## src/rtl/sprite_anim_ctrl.sv

```systemverilog
// Draw / wait-for-tick / erase / advance sequencer that animates one rectangular
// sprite moving right across the screen, driving the VGA adapter's plot port.
module sprite_anim_ctrl #(
  parameter int SCREEN_W = 160,
  parameter int SPR_W    = 8,
  parameter int SPR_H    = 8,
  parameter int TICK_DIV = 833333,
  parameter int X_STEP   = 1
) (
  input  logic       CLOCK_50,
  input  logic       reset,
  input  logic       load,
  input  logic       go,
  input  logic [7:0] x_in,
  input  logic [6:0] y_in,
  input  logic [2:0] colour_in,
  output logic [7:0] x,
  output logic [6:0] y,
  output logic [2:0] colour,
  output logic       plot,
  output logic       busy,
  output logic       done
);

  localparam int PXW = (SPR_W > 1) ? $clog2(SPR_W) : 1;
  localparam int PYW = (SPR_H > 1) ? $clog2(SPR_H) : 1;
  localparam int TW  = (TICK_DIV > 1) ? $clog2(TICK_DIV) : 1;

  localparam logic [PXW-1:0] PX_LAST   = PXW'(SPR_W - 1);
  localparam logic [PYW-1:0] PY_LAST   = PYW'(SPR_H - 1);
  localparam logic [TW-1:0]  TICK_LOAD = TW'(TICK_DIV - 1);
  localparam logic [7:0]     X_MAX     = 8'(SCREEN_W - SPR_W);

  typedef enum logic [2:0] {
    IDLE      = 3'd0,
    DRAW      = 3'd1,
    WAIT_TICK = 3'd2,
    ERASE     = 3'd3,
    UPDATE    = 3'd4
  } state_e;

  state_e         state_q, state_d;
  logic [7:0]     x_pos_q, x_pos_d;
  logic [6:0]     y_pos_q, y_pos_d;
  logic [2:0]     col_q, col_d;
  logic [PXW-1:0] px_q, px_d;
  logic [PYW-1:0] py_q, py_d;
  logic [TW-1:0]  tick_q, tick_d;

  logic [8:0]     x_sum_s;
  logic           wrap_s;

  // Nine-bit sum so the wrap test cannot be fooled by an 8-bit overflow.
  assign x_sum_s = {1'b0, x_pos_q} + 9'(X_STEP);
  assign wrap_s  = (x_sum_s > {1'b0, X_MAX});

  always_comb begin
    state_d = state_q;
    x_pos_d = x_pos_q;
    y_pos_d = y_pos_q;
    col_d   = col_q;
    px_d    = px_q;
    py_d    = py_q;
    tick_d  = tick_q;
    case (state_q)
      IDLE: begin
        if (load) begin
          x_pos_d = (x_in > X_MAX) ? X_MAX : x_in;
          y_pos_d = y_in;
          col_d   = colour_in;
        end else begin
          x_pos_d = x_pos_q;
        end
        if (go) begin
          state_d = DRAW;
          px_d    = '0;
          py_d    = '0;
        end else begin
          state_d = IDLE;
        end
      end
      DRAW, ERASE: begin
        if (px_q == PX_LAST) begin
          px_d = '0;
          if (py_q == PY_LAST) begin
            py_d = '0;
            if (state_q == ERASE) begin
              state_d = UPDATE;
            end else if (go) begin
              state_d = WAIT_TICK;
              tick_d  = TICK_LOAD;
            end else begin
              state_d = IDLE;
            end
          end else begin
            py_d = py_q + PYW'(1);
          end
        end else begin
          px_d = px_q + PXW'(1);
        end
      end
      WAIT_TICK: begin
        // Dropping go abandons the step with the sprite still on screen.
        if (!go) begin
          state_d = IDLE;
        end else if (tick_q == '0) begin
          state_d = ERASE;
          px_d    = '0;
          py_d    = '0;
        end else begin
          tick_d = tick_q - TW'(1);
        end
      end
      UPDATE: begin
        x_pos_d = wrap_s ? 8'd0 : x_sum_s[7:0];
        state_d = DRAW;
        px_d    = '0;
        py_d    = '0;
      end
      default: begin
        state_d = IDLE;
      end
    endcase
  end

  always_ff @(posedge CLOCK_50 or posedge reset) begin
    if (reset) begin
      state_q <= IDLE;
      x_pos_q <= 8'd0;
      y_pos_q <= 7'd0;
      col_q   <= 3'b111;
      px_q    <= '0;
      py_q    <= '0;
      tick_q  <= '0;
    end else begin
      state_q <= state_d;
      x_pos_q <= x_pos_d;
      y_pos_q <= y_pos_d;
      col_q   <= col_d;
      px_q    <= px_d;
      py_q    <= py_d;
      tick_q  <= tick_d;
    end
  end

  // Plot port is a pure decode of state so it is valid in the same cycle.
  always_comb begin
    x      = 8'd0;
    y      = 7'd0;
    colour = 3'b000;
    plot   = 1'b0;
    done   = 1'b0;
    busy   = (state_q != IDLE);
    case (state_q)
      DRAW: begin
        plot   = 1'b1;
        x      = x_pos_q + 8'(px_q);
        y      = y_pos_q + 7'(py_q);
        colour = col_q;
      end
      ERASE: begin
        plot   = 1'b1;
        x      = x_pos_q + 8'(px_q);
        y      = y_pos_q + 7'(py_q);
        colour = 3'b000;
      end
      UPDATE: begin
        done = wrap_s;
      end
      default: begin
        plot = 1'b0;
      end
    endcase
  end

endmodule

```

## config.mk

```make
export PLATFORM = sky130hd
export DESIGN_NAME = sprite_anim_ctrl
export DESIGN_NICKNAME = d
export VERILOG_FILES = /design/src/rtl/sprite_anim_ctrl.sv
export SDC_FILE = /design/constraint.sdc
export NUM_CORES = 1
export LEC_CHECK = 0
export CELL_PAD_IN_SITES_DETAIL_PLACEMENT = 1
export CELL_PAD_IN_SITES_GLOBAL_PLACEMENT = 2
export CORE_MARGIN = 5
export CORE_UTILIZATION = 33
export DETAILED_ROUTE_END_ITERATION = 16
export PLACE_DENSITY = 0.84
export SLEW_MARGIN = 20
export SYNTH_ARGS = -nofsm -noshare
export SYNTH_HDL_FRONTEND = slang
export SYNTH_SLANG_ARGS = --single-unit
export TNS_END_PERCENT = 5
```

## constraint.sdc

```tcl
create_clock -name CLOCK_50 -period 3.6 [get_ports CLOCK_50]
set_input_delay 1.08 -clock CLOCK_50 [delete_from_list [all_inputs] [get_ports CLOCK_50]]
set_output_delay 1.08 -clock CLOCK_50 [all_outputs]
set_load 0.05 [all_outputs]
```

==> impl_metrics.csv, run 1 <==
group,metric,value,unit
clocking,postCtsSetupRepairBufs,0,
synth,synth.distinct_cells,58,
sta,tightest_slew,0.647,ns
floorplanning,coreArea,8810,um^2
placed_design,pre_cts_ws,0.380,ns
global_routing,globalRouteTotalUtil,0.151,
synth,synth_fp_nets,388,
synth,synth_common_cells,"nand2_1 (56), dfrtp_1 (44), nor2_1 (40)",
run,maxCapViolCount,0,
detailed_routing,drt_pre_antenna_iters,4,
global_routing,grt_pass1_wl,14100,um
min_path,holdCritPathClass,"reg2reg",
critical_path,max_stage_delay,0.81,ns
synth,postSynthRegisterBits,47,
power_and_ir_drop,peakVddDrop,435,uV
clocking,clock_latency,0.30,ns
clocking,root_buffer,"clkbuf_8",
cells_and_area,final_nets,433,
synth,yosysWarnings,0,
synth,synth_area_per_cell,8.60,um^2
placed_design,io_buffers,42,
synth,synth_edf_count,0,
global_routing,antenna_found_initial,0,
cells_and_area,drive_gt1_frac,0.124,
synth,synth_ff_type,"dfrtp_1",
sta,slew_headroom,0.566,
synth,syn_area,3010,um^2
synth,synth_compound_area_frac,0.155,
detailed_routing,routed_wl,8200,um
sta,fin_ws,0.123,ns
synth,synthMuxAreaShare,0.0141,
sta,finalHoldViolCount,0,
clocking,cts_resized,1,
critical_path,critPathRequiredTime,2.52,ns
synth,synthAdderAreaFrac,0.0715,
sta,post-route-min-period,3.48,ns
floorplanning,num_io_pins,43,
sta,setup_viol,0,
power_and_ir_drop,p_leak,0.00167,uW
critical_path,cp-end-kind,"output port",
floorplanning,chipWidth,106,um
power_and_ir_drop,p_per_area,896,nW/um^2
critical_path,critical-path-top-delay-family,"buffers and inverters",
synth,syn_inst,350,
critical_path,cp_slowest_cell,"clkdlybuf4s50_1",
detailed_routing,drtIter0Drc,100,
critical_path,crit_chain,"ha_1 -> inv_1 -> fa_1 -> nor2_1 -> clkdlybuf4s50_1",
critical_path,cp-start-kind,"register",
critical_path,critPathMaxFanout,8,
cells_and_area,multi_input_area,1750,um^2
floorplanning,num_rows,34,
synth,synth_top_family_by_area,"simple AND/OR/NAND/NOR gates",
floorplanning,die_h,106,um
clocking,holdBufCountCts,0,
placed_design,dp_hpwl,5960,um
sta,min_period_over_period,0.966,
sta,max_freq,0.288,GHz
detailed_routing,wire_per_inst,16.3,um
cells_and_area,antenna_cells,0,
detailed_routing,dr_total_vias,2664,
synth,synth_largest_area_cell,"dfrtp_1",
synth,yosysSeqAreaShare,0.392,
detailed_routing,antenna_left,0,
sta,skew,0.0100,ns
detailed_routing,drc_errors,0,
clocking,cts_made_buffers,5,
clocking,cts_tree,"done",
critical_path,cp_data_arrival_time,2.40,ns
sta,rsz0062_at_grt,"true",
cells_and_area,register_area,1180,um^2
clocking,cts_buffer_depth,2,
clocking,cts.sinks,47,
cells_and_area,synthToLayoutAreaGrowth,23.8,%
synth,yosys.area_share.xor_xnor,0.0611,
global_routing,first_global_vias,2816,
clocking,cts.clk_slew.worst_paths,0.10,ns
sta,slew_violations,0,
global_routing,grt_remaining_overflow,0,
synth,synth-simple-area-share,0.276,
synth,yosysTopAreaCellShare,0.366,
global_routing,grt_max_degree,48,
cells_and_area,n_fill_cell,1043,
clocking,htreeDepth,2,
critical_path,critPathBufInv,2,
power_and_ir_drop,p_total,3340,uW
synth,netlist_top_cells_area,"dfrtp_1 (37%), nand2_1 (7.0%), ha_1 (5.8%), nor2_1 (5.0%), xor2_1 (4.4%)",
critical_path,critPathKind,"reg2out",
floorplanning,start_util,0.342,
detailed_routing,viasPerCell,5.29,
status,status,"finished, final reports clean",
placed_design,gp_congestion,0.777,
synth,synth.most_common_cell,"nand2_1",
floorplanning,dieArea,11100,um^2
synth,async_flop_share,1.00,
==> cell type report <==
| class | count | area share |
|---|---|---|
| repair buffers | 50 | 0.132 |
| clock inverters | 2 | 0.0104 |
| flip-flops and latches | 47 | 0.317 |
| clock buffers | 6 | 0.0221 |
| inverters | 12 | 0.0121 |
| well taps | 108 | 0.0362 |
| multi-input cells | 279 | 0.470 |
==> layout by cell type (no fill, tap or decap), types with 10 or more instances in the layout <==
cell type and count:
a21oi_1 20, and3_1 10, buf_4 19, clkdlybuf4s50_1 25
dfrtp_1 42, ha_1 14, inv_1 11, nand2_1 56
nand3_1 13, nor2_1 40, nor3_1 10, o21ai_0 15
xor2_1 15
==> sequential cells by signal, indices dropped and copies added, names as in the netlist <==
| signal | flops |
|---|---|
| y_pos_q | 7 |
| x_pos_q | 8 |
| px_q | 3 |
| tick_q | 20 |
| col_q | 3 |
| state_q | 3 |
| py_q | 3 |
==> worst reg2reg max path: stages, from the launching register on <==
cell     delay (ns)
dfrtp_1        0.42
ha_1           0.18
ha_1           0.25
and2_1         0.27
and3_1         0.58
o21ai_0        0.21
o31ai_1        0.24
nand3_1        0.11
==> path summary, 6_finish.rpt <==
check                      slack, ns          to  cells past startpoint  startpoint
min in group asynchronous       1.25  tick_q[17]                      3       reset
max in group asynchronous       1.88     px_q[0]                      3       reset
setup reg to reg                1.21  tick_q[13]                      7     px_q[1]
setup / recovery                0.12        x[1]                      5  x_pos_q[0]
hold / removal                  0.47    col_q[1]                      2    col_q[1]
hold reg to reg                 0.47    col_q[1]                      2    col_q[1]
==> stage by stage <==
step / utilization / std cells / hold WS [ns] / area, um^2 / TNS (ns)
after floorplan: - / 350 / 0.436 / 3010 / 0
after global placement: 0.407 / 496 / 0.446 / 3580 / 0
after detailed placement: 0.407 / 496 / 0.457 / 3580 / 0
after CTS: 0.421 / 504 / 0.473 / 3710 / 0
after global routing: 0.423 / 504 / 0.486 / 3730 / -0.0286
final: 0.423 / 504 / 0.468 / 3730 / 0
==> logic make-up after synthesis <==
| family | after synthesis |
|---|---|
| xor+xnor | 21 |
| flops | 47 |
| mux | 4 |
| fa+ha+maj | 16 |
| compound gates | 71 |
| simple gates | 167 |
| buf+inv | 24 |
==> routing by layer <==
layer,track usage,up-vias,share of wire
met1,0.191,1311,0.46
met3,0.0220,5,0.030
li1,-,1315,-
met2,0.275,33,0.51
met5,0,-,0
met4,0.0305,0,0.0067
==> report_power, final <==
part	internal [uW]	switching, uW
Clock	229	197
Sequential	704	207
Combinational	747	1260
Total	1680	1660
Power figures use the tool's default switching activity.
==> inputs of run 2 (changes only) <==
--- a/config.mk
+++ b/config.mk
@@ -9,6 +9,7 @@
 export CELL_PAD_IN_SITES_GLOBAL_PLACEMENT = 2
 export CORE_MARGIN = 5
 export CORE_UTILIZATION = 33
+export CTS_CLUSTER_DIAMETER = 100
 export DETAILED_ROUTE_END_ITERATION = 16
 export PLACE_DENSITY = 0.84
 export SLEW_MARGIN = 20
==> results of run 2 <==
No change in the layout: final DEF, timing and power equal those of run 1.
==> inputs of run 3 (changes only) <==
==> constraint.sdc (replaced) <==
create_clock -name CLOCK_50 -period 3.6 [get_ports CLOCK_50]
set_input_delay 0.72 -clock CLOCK_50 [delete_from_list [all_inputs] [get_ports CLOCK_50]]
set_output_delay 0.72 -clock CLOCK_50 [all_outputs]
set_load 0.05 [all_outputs]
==> run 3 against run 2 <==
Net effect: count of clock-buffer cells in the layout stayed put; sequential power is 1% higher; clock skew hardly changed; die area stayed put; combinational power is 3% lower; sequential share of layout area is 0.28 points higher; final cell count is 0.60% lower; hold slack worse by 0.0012 ns; register-to-register slack hardly changed; largest cell class unchanged.
==> impl_metrics.csv, run 3 (synthesis results as in run 1) <==
group,metric,value,unit
cells_and_area,antenna_cells,0,
sta,tns,0,ns
floorplanning,num_io_pins,43,
detailed_routing,antenna_left,0,
floorplanning,start_util,0.342,
power_and_ir_drop,p_per_area,902,nW/um^2
cells_and_area,layout.cells.most_common,"nand2_1",
sta,max_freq,0.297,GHz
min_path,hp-start,"col_q[2]",
critical_path,cp_data_arrival_time,2.65,ns
detailed_routing,drtIter0Drc,51,
critical_path,cp-end-kind,"output port",
placed_design,io_buffers,42,
clocking,cts_tree,"done",
sta,slew_violations,0,
sta,setup_viol,0,
power_and_ir_drop,p_total,3330,uW
sta,rsz0062_at_grt,"false",
global_routing,grt_pass1_wl,13800,um
floorplanning,die_h,106,um
global_routing,grt_max_degree,48,
global_routing,grt_remaining_overflow,0,
clocking,holdBufCountCts,0,
floorplanning,dieArea,11100,um^2
detailed_routing,drc_errors,0,
critical_path,critPathKind,"reg2out",
sta,whs,0.466,ns
global_routing,globalRouteTotalUtil,0.147,
power_and_ir_drop,netSwitchingFraction,0.487,
floorplanning,chipWidth,106,um
clocking,cts_made_buffers,5,
cells_and_area,final_nets,430,
placed_design,pre_cts_ws,0.390,ns
min_path,hold_depth,2,
clocking,cts.clk_slew.worst_paths,0.09,ns
sta,slew_headroom,0.438,
critical_path,rr_startpoint,"tick_q[4]",
cells_and_area,top_regs,"tick_q: 20 flops, x_pos_q: 8 flops, y_pos_q: 7 flops",
power_and_ir_drop,peakVddDrop,402,uV
critical_path,timing.rr.end,"tick_q[11]",
detailed_routing,wire_per_inst,15.6,um
power_and_ir_drop,clkPwrFrac,0.139,
critical_path,reg2reg_slack,1.22,ns
min_path,holdCritPathClass,"reg2reg",
cells_and_area,largest_reg_flops,20,
sta,post-route-min-period,3.37,ns
sta,skew,0.0105,ns
critical_path,rr_worst_depth,6,
clocking,cts_buffer_depth,2,
detailed_routing,routed_wl,7790,um
power_and_ir_drop,power_frac_seq,0.276,
power_and_ir_drop,pwr-share-comb,0.585,
clocking,root_buffer,"clkbuf_8",
detailed_routing,dr_total_vias,2679,
clocking,clock_latency,0.29,ns
cells_and_area,drive_gt1_frac,0.0738,
placed_design,dp_hpwl,5790,um
cells_and_area,mostFrequentLayoutCells,"nand2_1 (56), dfrtp_1 (44), nor2_1 (40), clkdlybuf4s50_1 (39), a21oi_1 (22)",
min_path,hold_end,"col_q[2]",
detailed_routing,drt_pre_antenna_iters,4,
sta,finalHoldViolCount,0,
status,status,"finished, final reports clean",
sta,tightest_slew,0.842,ns
clocking,htreeDepth,2,
cells_and_area,synthToLayoutAreaGrowth,22.5,%
sta,min_period_over_period,0.936,
floorplanning,coreArea,8810,um^2
placed_design,gp_congestion,0.806,
floorplanning,num_rows,34,
global_routing,antenna_found_initial,0,
cells_and_area,regMostFlops,"tick_q",
global_routing,first_global_vias,2802,
detailed_routing,viasPerCell,5.35,
run,maxCapViolCount,0,
clocking,cts.sinks,47,
power_and_ir_drop,internal_power,1710,uW
critical_path,critPathRequiredTime,2.88,ns
sta,fin_ws,0.229,ns
power_and_ir_drop,power.switching,1620,uW
critical_path,cp-start-kind,"register",
power_and_ir_drop,p_leak,0.00161,uW
critical_path,critPathMaxFanout,4,
## run 3: metrics by stage
stage | instances | util | instance area, um^2
floorplan | 350 | - | 3010
global placement | 493 | 0.403 | 3550
detailed placement | 493 | 0.403 | 3550
CTS | 501 | 0.418 | 3680
global route | 501 | 0.419 | 3690
finish | 501 | 0.419 | 3690
## run 3: critical path, cell delays in order (launching register included)
cell and delay (ns):
dfrtp_1 0.43, ha_1 0.23, fa_1 0.42, a21oi_1 0.17, nor2b_1 0.08, nand3_1 0.09
xor2_1 0.06, nor2_1 0.08, clkdlybuf4s50_1 0.80
## run 3: power by group through the flow
stage | logic (uW) | clock network [uW] | registers [uW]
global placement | 1930 | 0 | 920
detailed placement | 1960 | 0 | 929
finish | 1950 | 464 | 919
floorplan | 1420 | 0 | 848
global route | 2100 | 500 | 955
CTS | 1970 | 485 | 919
## run 3: worst max-delay path by stage
stage | start | to | slack, ns | cells after the start
2_1_floorplan | x_pos_q[0] | x[6] | 0.49 | 7
3_3_place_gp | x_pos_q[0] | x[4] | 0.45 | 8
3_5_place_dp | x_pos_q[0] | x[4] | 0.39 | 8
4_1_cts | x_pos_q[0] | x[4] | 0.04 | 8
5_1_grt | py_q[0] | y[6] | 0.09 | 8
6_report | py_q[0] | y[6] | 0.23 | 8
## run 3: per-layer routing
layer / vias to the layer above / wire (um) / GRT usage / part of all wire
met5: - / 0 / 0 / 0
met4: 0 / 27 / 0.0250 / 0.0035
met3: 2 / 224 / 0.0208 / 0.029
met2: 36 / 3950 / 0.263 / 0.51
met1: 1335 / 3590 / 0.191 / 0.46
li1: 1306 / - / - / -
## run 3: timing repair
action | 4_1_cts | 5_1_grt
resized for setup | 0 | 1
endpoints found under the hold margin | 0 | 0
buffers inserted | 0 | 0
setup endpoints to repair | 0 | 1
## run 3: layout make-up
cell class	count	area [um^2]
Fill cell	1049	5120
Multi-Input combinational cell	279	1740
Sequential cell	47	1180
Timing Repair Buffer	47	455
Tap cell	108	135
Clock buffer	6	72.6
Clock inverter	2	60.1
Inverter	12	46.3
